==> config.mk <==
export PLATFORM = sky130hd
export DESIGN_NAME = complex_addsub_pipe
export DESIGN_NICKNAME = d
export VERILOG_FILES = /design/src/rtl/complex_addsub_pipe_pkg.sv /design/src/rtl/complex_addsub_pipe_cplx_scale_sat.sv /design/src/rtl/complex_addsub_pipe.sv
export SDC_FILE = /design/constraint.sdc
export NUM_CORES = 1
export LEC_CHECK = 0
export CORE_MARGIN = 4
export CORE_UTILIZATION = 50
export CTS_CLUSTER_SIZE = 8
export DETAILED_ROUTE_END_ITERATION = 10
export HOLD_SLACK_MARGIN = 0.1
export PLACE_DENSITY = 0.74
export SLEW_MARGIN = 25
export SYNTH_ARGS = -nofsm -noshare
export SYNTH_HDL_FRONTEND = slang
export SYNTH_SLANG_ARGS = --single-unit
==> constraint.sdc <==
create_clock -name clk -period 4.8 [get_ports clk]
set_input_delay 0.96 -clock clk [delete_from_list [all_inputs] [get_ports clk]]
set_output_delay 0.96 -clock clk [all_outputs]
set_load 0.01 [all_outputs]
==> src/rtl/complex_addsub_pipe_pkg.sv <==
// Shared constants and signed-limit helpers for the complex add/sub butterfly pipeline.
package complex_addsub_pipe_pkg;

    localparam int unsigned DATA_FFT_SIZE = 16;
    localparam int unsigned DATA_W_DEF    = 16;
    localparam int unsigned N_COMP        = 4;

    // Most positive two's-complement value of width w (w <= 32), zero-extended.
    function automatic logic [31:0] smax_lim(input int unsigned w);
        return (32'd1 << (w - 32'd1)) - 32'd1;
    endfunction

    // Most negative two's-complement value of width w (w <= 32), as a bit pattern.
    function automatic logic [31:0] smin_lim(input int unsigned w);
        return 32'd1 << (w - 32'd1);
    endfunction

endpackage

==> src/rtl/complex_addsub_pipe_cplx_scale_sat.sv <==
// Reduces one DATA_W+1 full-precision component to DATA_W: optional floor halving,
// otherwise overflow detection with clamp or wrap.
module cplx_scale_sat
    import complex_addsub_pipe_pkg::*;
#(
    parameter int unsigned DATA_W   = DATA_W_DEF,
    parameter bit          SATURATE = 1'b1
) (
    input  logic [DATA_W:0]   full_i,
    input  logic              scale_i,
    output logic [DATA_W-1:0] res_c_o,
    output logic              ovf_c_o
);

    localparam logic [DATA_W-1:0] MAX_V = DATA_W'(smax_lim(DATA_W));
    localparam logic [DATA_W-1:0] MIN_V = DATA_W'(smin_lim(DATA_W));

    // Halving drops the LSB of the extended value, so it can never leave the range.
    always_comb begin
        res_c_o = full_i[DATA_W-1:0];
        ovf_c_o = 1'b0;
        if (scale_i) begin
            res_c_o = full_i[DATA_W:1];
        end else if (full_i[DATA_W] != full_i[DATA_W-1]) begin
            ovf_c_o = 1'b1;
            if (SATURATE) begin
                res_c_o = full_i[DATA_W] ? MIN_V : MAX_V;
            end
        end
    end

endmodule

==> src/rtl/complex_addsub_pipe.sv <==
// Two-stage radix-2 butterfly: A+B and A-B with optional halving and saturate/wrap,
// valid/ready streaming with a single global advance enable.
module complex_addsub_pipe
    import complex_addsub_pipe_pkg::*;
#(
    parameter int unsigned DATA_W   = DATA_W_DEF,
    parameter bit          SATURATE = 1'b1
) (
    input  logic              clk,
    input  logic              rst_n,
    input  logic              in_valid,
    output logic              in_ready,
    input  logic              in_scale,
    input  logic [DATA_W-1:0] a_i,
    input  logic [DATA_W-1:0] a_q,
    input  logic [DATA_W-1:0] b_i,
    input  logic [DATA_W-1:0] b_q,
    output logic              out_valid,
    input  logic              out_ready,
    output logic [DATA_W-1:0] sum_i,
    output logic [DATA_W-1:0] sum_q,
    output logic [DATA_W-1:0] dif_i,
    output logic [DATA_W-1:0] dif_q,
    output logic              ovf,
    output logic              ovf_sticky,
    input  logic              ovf_clr
);

    localparam int unsigned FULL_W = DATA_W + 1;

    logic              advance_c;
    logic              accept_c;
    logic [FULL_W-1:0] full_c [N_COMP];
    logic [DATA_W-1:0] res_c  [N_COMP];
    logic [N_COMP-1:0] ovf_c;

    logic              s1_valid_q, s1_valid_d;
    logic              s1_scale_q, s1_scale_d;
    logic [FULL_W-1:0] s1_full_q [N_COMP];
    logic [FULL_W-1:0] s1_full_d [N_COMP];

    logic              out_valid_q, out_valid_d;
    logic              ovf_q, ovf_d;
    logic              sticky_q, sticky_d;
    logic [DATA_W-1:0] res_q [N_COMP];
    logic [DATA_W-1:0] res_d [N_COMP];

    assign advance_c = ~out_valid_q | out_ready;
    assign accept_c  = in_valid & advance_c;
    assign in_ready  = advance_c;

    // Component order: sum_i, sum_q, dif_i, dif_q; operands sign-extended by one bit.
    assign full_c[0] = {a_i[DATA_W-1], a_i} + {b_i[DATA_W-1], b_i};
    assign full_c[1] = {a_q[DATA_W-1], a_q} + {b_q[DATA_W-1], b_q};
    assign full_c[2] = {a_i[DATA_W-1], a_i} - {b_i[DATA_W-1], b_i};
    assign full_c[3] = {a_q[DATA_W-1], a_q} - {b_q[DATA_W-1], b_q};

    for (genvar g = 0; g < N_COMP; g++) begin : g_comp
        cplx_scale_sat #(
            .DATA_W   (DATA_W),
            .SATURATE (SATURATE)
        ) u_scale_sat (
            .full_i  (s1_full_q[g]),
            .scale_i (s1_scale_q),
            .res_c_o (res_c[g]),
            .ovf_c_o (ovf_c[g])
        );
    end

    // Next-state for both stages and the sticky flag; everything holds unless advancing.
    always_comb begin
        s1_valid_d  = s1_valid_q;
        s1_scale_d  = s1_scale_q;
        s1_full_d   = s1_full_q;
        out_valid_d = out_valid_q;
        ovf_d       = ovf_q;
        res_d       = res_q;
        sticky_d    = sticky_q;

        if (advance_c) begin
            s1_valid_d  = in_valid;
            out_valid_d = s1_valid_q;
            ovf_d       = s1_valid_q & (|ovf_c);
        end
        if (accept_c) begin
            s1_scale_d = in_scale;
            s1_full_d  = full_c;
        end
        if (advance_c && s1_valid_q) begin
            res_d = res_c;
        end

        if (out_valid_q && out_ready && ovf_q) begin
            sticky_d = 1'b1;
        end else if (ovf_clr) begin
            sticky_d = 1'b0;
        end
    end

    always_ff @(posedge clk or negedge rst_n) begin
        if (!rst_n) begin
            s1_valid_q  <= 1'b0;
            s1_scale_q  <= 1'b0;
            out_valid_q <= 1'b0;
            ovf_q       <= 1'b0;
            sticky_q    <= 1'b0;
            for (int k = 0; k < N_COMP; k++) begin
                s1_full_q[k] <= '0;
                res_q[k]     <= '0;
            end
        end else begin
            s1_valid_q  <= s1_valid_d;
            s1_scale_q  <= s1_scale_d;
            out_valid_q <= out_valid_d;
            ovf_q       <= ovf_d;
            sticky_q    <= sticky_d;
            s1_full_q   <= s1_full_d;
            res_q       <= res_d;
        end
    end

    assign out_valid  = out_valid_q;
    assign ovf        = ovf_q;
    assign ovf_sticky = sticky_q;
    assign sum_i      = res_q[0];
    assign sum_q      = res_q[1];
    assign dif_i      = res_q[2];
    assign dif_q      = res_q[3];

endmodule

Word level (Yosys, flattened, before mapping)
Index checks and enable logic that the tools add are counted.
Widths: inputs -> output; s select.
- add/subtract/negate cells: 4
- equal/unequal tests: 4
- multiplexer cells: 22
- bitwise operators: 4
- reductions and logical operators: 5
- operator list (kind ; count):
    $mux 16 ; 12
    $add 16x16->17 ; 2
    $sub 16x16->17 ; 2
    $mux 1 ; 10
    $ne 1x1->1 ; 4
    $reduce_or 4->1 ; 1
    $logic_and 1x1->1 ; 3
    $and 1x1->1 ; 2
    $reduce_bool 2->1 ; 1
    $not 1->1 ; 1
    $or 1x1->1 ; 1
- bits in registers: 137
- bits of input ports: 70
- output and inout port bits: 68
- logic and storage cells: 52

Longest topological paths before layout
- depth after elaboration: 5
- mapped depth: 9
- gate-level depth less buffers: 9

Cells and area by module
A second synthesis with hierarchy kept.
- cell total of the unflattened synthesis: 1161
- area total of the unflattened synthesis: 10181.0 um2
- modules (own cells, without submodules) (module ; times used ; cells each ; area an instance (um2) ; seq. area each (um2)):
    complex_addsub_pipe ; 1 ; 881 ; 8449.4 ; 3378.2
    cplx_scale_sat ; 4 ; 70 ; 432.9 ; 0.0

Worst setup path after synthesis
Ideal clock, no wire load.
- path type: in2reg
- start: input a_i[0]
- end: register s1_full_q[33] in the netlist's numbering
- setup time: 124 ps
- arrival: 2678 ps
- required time: 4676 ps
- setup slack: 1998 ps
- cell stages on the path: 9
- path buffers: 0
- path through: inv_1 > ha_1 > fa_1 > nor2b_1 > o211ai_1 > a21o_1 > o31ai_2 > a31oi_1 > a211o_1
- longest elaborated chain between the ends: 1
- ends and longest elaborated chain (item ; RTL line ; RTL):
    start: declaration ; complex_addsub_pipe.sv:14 ; input logic [DATA_W-1:0] a_i,
    $sub 16x16->17 ; complex_addsub_pipe.sv:55 ; assign full_c[2] = {a_i[DATA_W-1], a_i} - {b_i[DATA_W-1], b_i};
    end signal: assignment ; complex_addsub_pipe.sv:117 ; s1_full_q <= s1_full_d;
    end: declaration ; complex_addsub_pipe.sv:39 ; logic [FULL_W-1:0] s1_full_q [N_COMP];
No other way between the ends.
A chain may end at the register's enable or synchronous reset.

Worst setup path in the final report
- start: input out_ready
- end: output in_ready
- longest elaborated chain between the ends: 1
- ends and longest elaborated chain (item ; RTL line ; RTL):
    start: declaration ; complex_addsub_pipe.sv:19 ; input logic out_ready,
    $or 1x1->1 ; complex_addsub_pipe.sv:48 ; assign advance_c = ~out_valid_q | out_ready;
    end: declaration ; complex_addsub_pipe.sv:12 ; output logic in_ready,
No other way between the ends.

==> metrics.yaml <==
die_h_um: 145
ctsHoldBuffers: 0
yosysMostFrequentCell: "nand2_1"
antenna_found_initial: 1
postCtsSetupRepairBufs: 0
syn_avg_cell_area_um2: 8.12
yosys-top-cells-area: "dfrtp_1, ha_1, o21ai_0"
netlist_top_cells_count: "nand2_1, dfrtp_1, o21ai_0"
drt_iter0_drc: 675
synth-main-ff-cell: "dfrtp_1"
rsz0062_at_grt: "false"
synth_area_um2: 9370
finalCritPeriodShare_pct: 74.0
powerDensity_nw_per_um2: 447
place.gp.congestion: 0.894
hp-class: "reg -> reg"
fin_hold_ws_ns: 0.477
postCtsResizedCells: 0
fin_tns_setup_ns: 0
synth_area_leader_cell: "dfrtp_1"
routed_wl_um: 24600
syn_to_final_growth_pct: 20.9
grt_pass1_wl_um: 38800
hp-start: "dif_q[10]"
cts_root_buf: "clkbuf_16"
grtUsageTotal_pct: 23.2
num_rows: 49
crit_path_start: "out_ready"
synth.top_cell.area_share_pct: 36.1
ant_nets: 0
grt_pass1_vias: 7469
leakage_nw: 4.91
cts_tree: "yes"
arrival_ns: 2.59
yosysWarnings: 0
worst-slew-pin-transition_ns: 0.974
cp_num_buf_inv: 2
finalHoldViolations: 0
synth-async-reset-ratio_pct: 100
start_util_pct: 51.4
wl_met3_um: 1640
viasPerCell: 5.68
core_area_um2: 18200
crit_fanout: 9
max_freq_ghz: 0.282
dp_hpwl_um: 18700
crit_family: "buffers and inverters"
drv_cap: 0
yosysSeqAreaShare_pct: 36.1
wl_met2_um: 9810
synthCells: 1154
top_layer_used: "met5"
layout_min_cycle_time_ns: 3.55
die_x_um: 145
io_buffers: 137
h-tree-depth: 4
end_kind: "output port"
cts_buffer_depth: 2
yosys_register_bits: 135
cp-start-kind: "input pin"
clk_pin_slew_worst_paths_ns: 0.06
finalSetupViolCount: 0
clk_latency_ns: 0.41
path_cells: "clkdlybuf4s50_1 -> nand2b_1 -> clkdlybuf4s50_1"
final_core_util_pct: 62.2
vias: 8404
critPathMaxStageDelay_ns: 0.65
max-slew-margin-rel_pct: 34.8
io_pins: 138
dieArea_um2: 21000
synth_edf_count: 0
cts_sinks: 135
numCtsBuffers: 17
drive_above_1_share_pct: 5.92
wire_per_inst_um: 16.6
synth_cell_types: 76
synth_nets: 1294
status: "finished clean"
n_antenna_cell: 0
final_nets: 1378
cp_data_required_time_ns: 3.84
drt-met1-wl_um: 12900
overflow: 0
grt_max_degree: 128
peakVddDrop_v: 0.000241
finalMaxSlewViolations: 0
drc: 0
cpMaxStageDelayCell: "clkdlybuf4s50_1"
crit_top_cell: "clkdlybuf4s50_1"
worst-setup-path-type: "in -> out"
skew_ns: 0.00671
firstDrtPassIters: 5
rr_startpoint: "s1_full_q[15]"
flip-flops by register name, summed over array words and instances, names as in the netlist:
register	cells
sum_i	16
dif_i	16
s1_scale_q	1
s1_full_q	66
s1_valid_q	1
ovf_sticky	1
sum_q	16
ovf	1
dif_q	16
out_valid	1
worst paths after layout:
path,endpoint,slack [ns],cells past startpoint
max,in_ready,1.25,3
min,dif_q[10],0.48,2
max reg2reg,dif_q[3],2.37,7
min reg2reg,dif_q[10],0.48,2
max in group asynchronous,dif_i[4],3.31,2
min in group asynchronous,s1_full_q[12],0.64,1
where the power goes:
part	switching, mW	leakage, nW	internal (mW)
Combinational	1.04	2.96	0.930
Sequential	0.314	1.68	1.52
Clock	0.531	0.277	0.740
per-layer routing:
layer / vias up / global-route usage [%]
li1: 4189 / -
met1: 3913 / 39.0
met3: 14 / 3.65
met5: - / 0
met4: 2 / 4.22
met2: 286 / 31.2
placed cells by master, fill, tap and decap left out, types with 8 or more instances in the layout:
master and n:
nand2_1 155, clkdlybuf4s50_1 136, dfrtp_1 134, o21ai_0 130, nor2_1 115, a21oi_1 103
ha_1 66, nor3_1 58, inv_1 56, xnor2_1 29, nor2b_1 20, clkbuf_16 17
nand3_1 15, o21ai_1 12, a21o_1 10, o211ai_1 9, xor2_1 9, nand2b_1 9
nor4_1 9, a211oi_1 8
cell type report:
cell class / count / area (µm²)
clock buffer: 18 / 439
clock inverter: 14 / 139
sequential: 135 / 3380
multi-input combinational: 884 / 5420
tap: 229 / 287
inverter: 57 / 214
timing repair buffer: 143 / 1450
fill: 1571 / 6880
cells by family (layout without fill, tap and decap cells):
logic type               after synthesis  in the layout  synth area share, %
AND/OR/NAND/NOR                      420            420                 20.3
AO/OA/AOI/OAI                        343            343                 22.5
flip-flops                           135            135                 36.1
buffers and inverters                135            232                 6.42
adder cells (fa/ha/maj)               72             72                 9.88
XOR/XNOR                              38             38                 3.55
multiplexers                          11             11                 1.32
metrics by stage:
step                area (µm²)  setup slack (ns)  instances  total power, mW
floorplan                 9370              2.00       1154             2.88
global placement         10700              1.30       1447             3.75
detailed placement       10700              1.29       1447             3.79
finish                   11300              1.25       1480             5.07
global route             11300              1.17       1480             5.40
CTS                      11300              1.32       1479             5.07
worst register-to-register path, stage by stage (launching register included):
cell     delay, ns
dfrtp_1       0.40
inv_1         0.09
ha_1          0.53
nor2_1        0.84
a21oi_1       0.10
nor2_1        0.13
a21oi_1       0.07
o21ai_0       0.19
No activity file was read; power rests on OpenSTA's default activity.
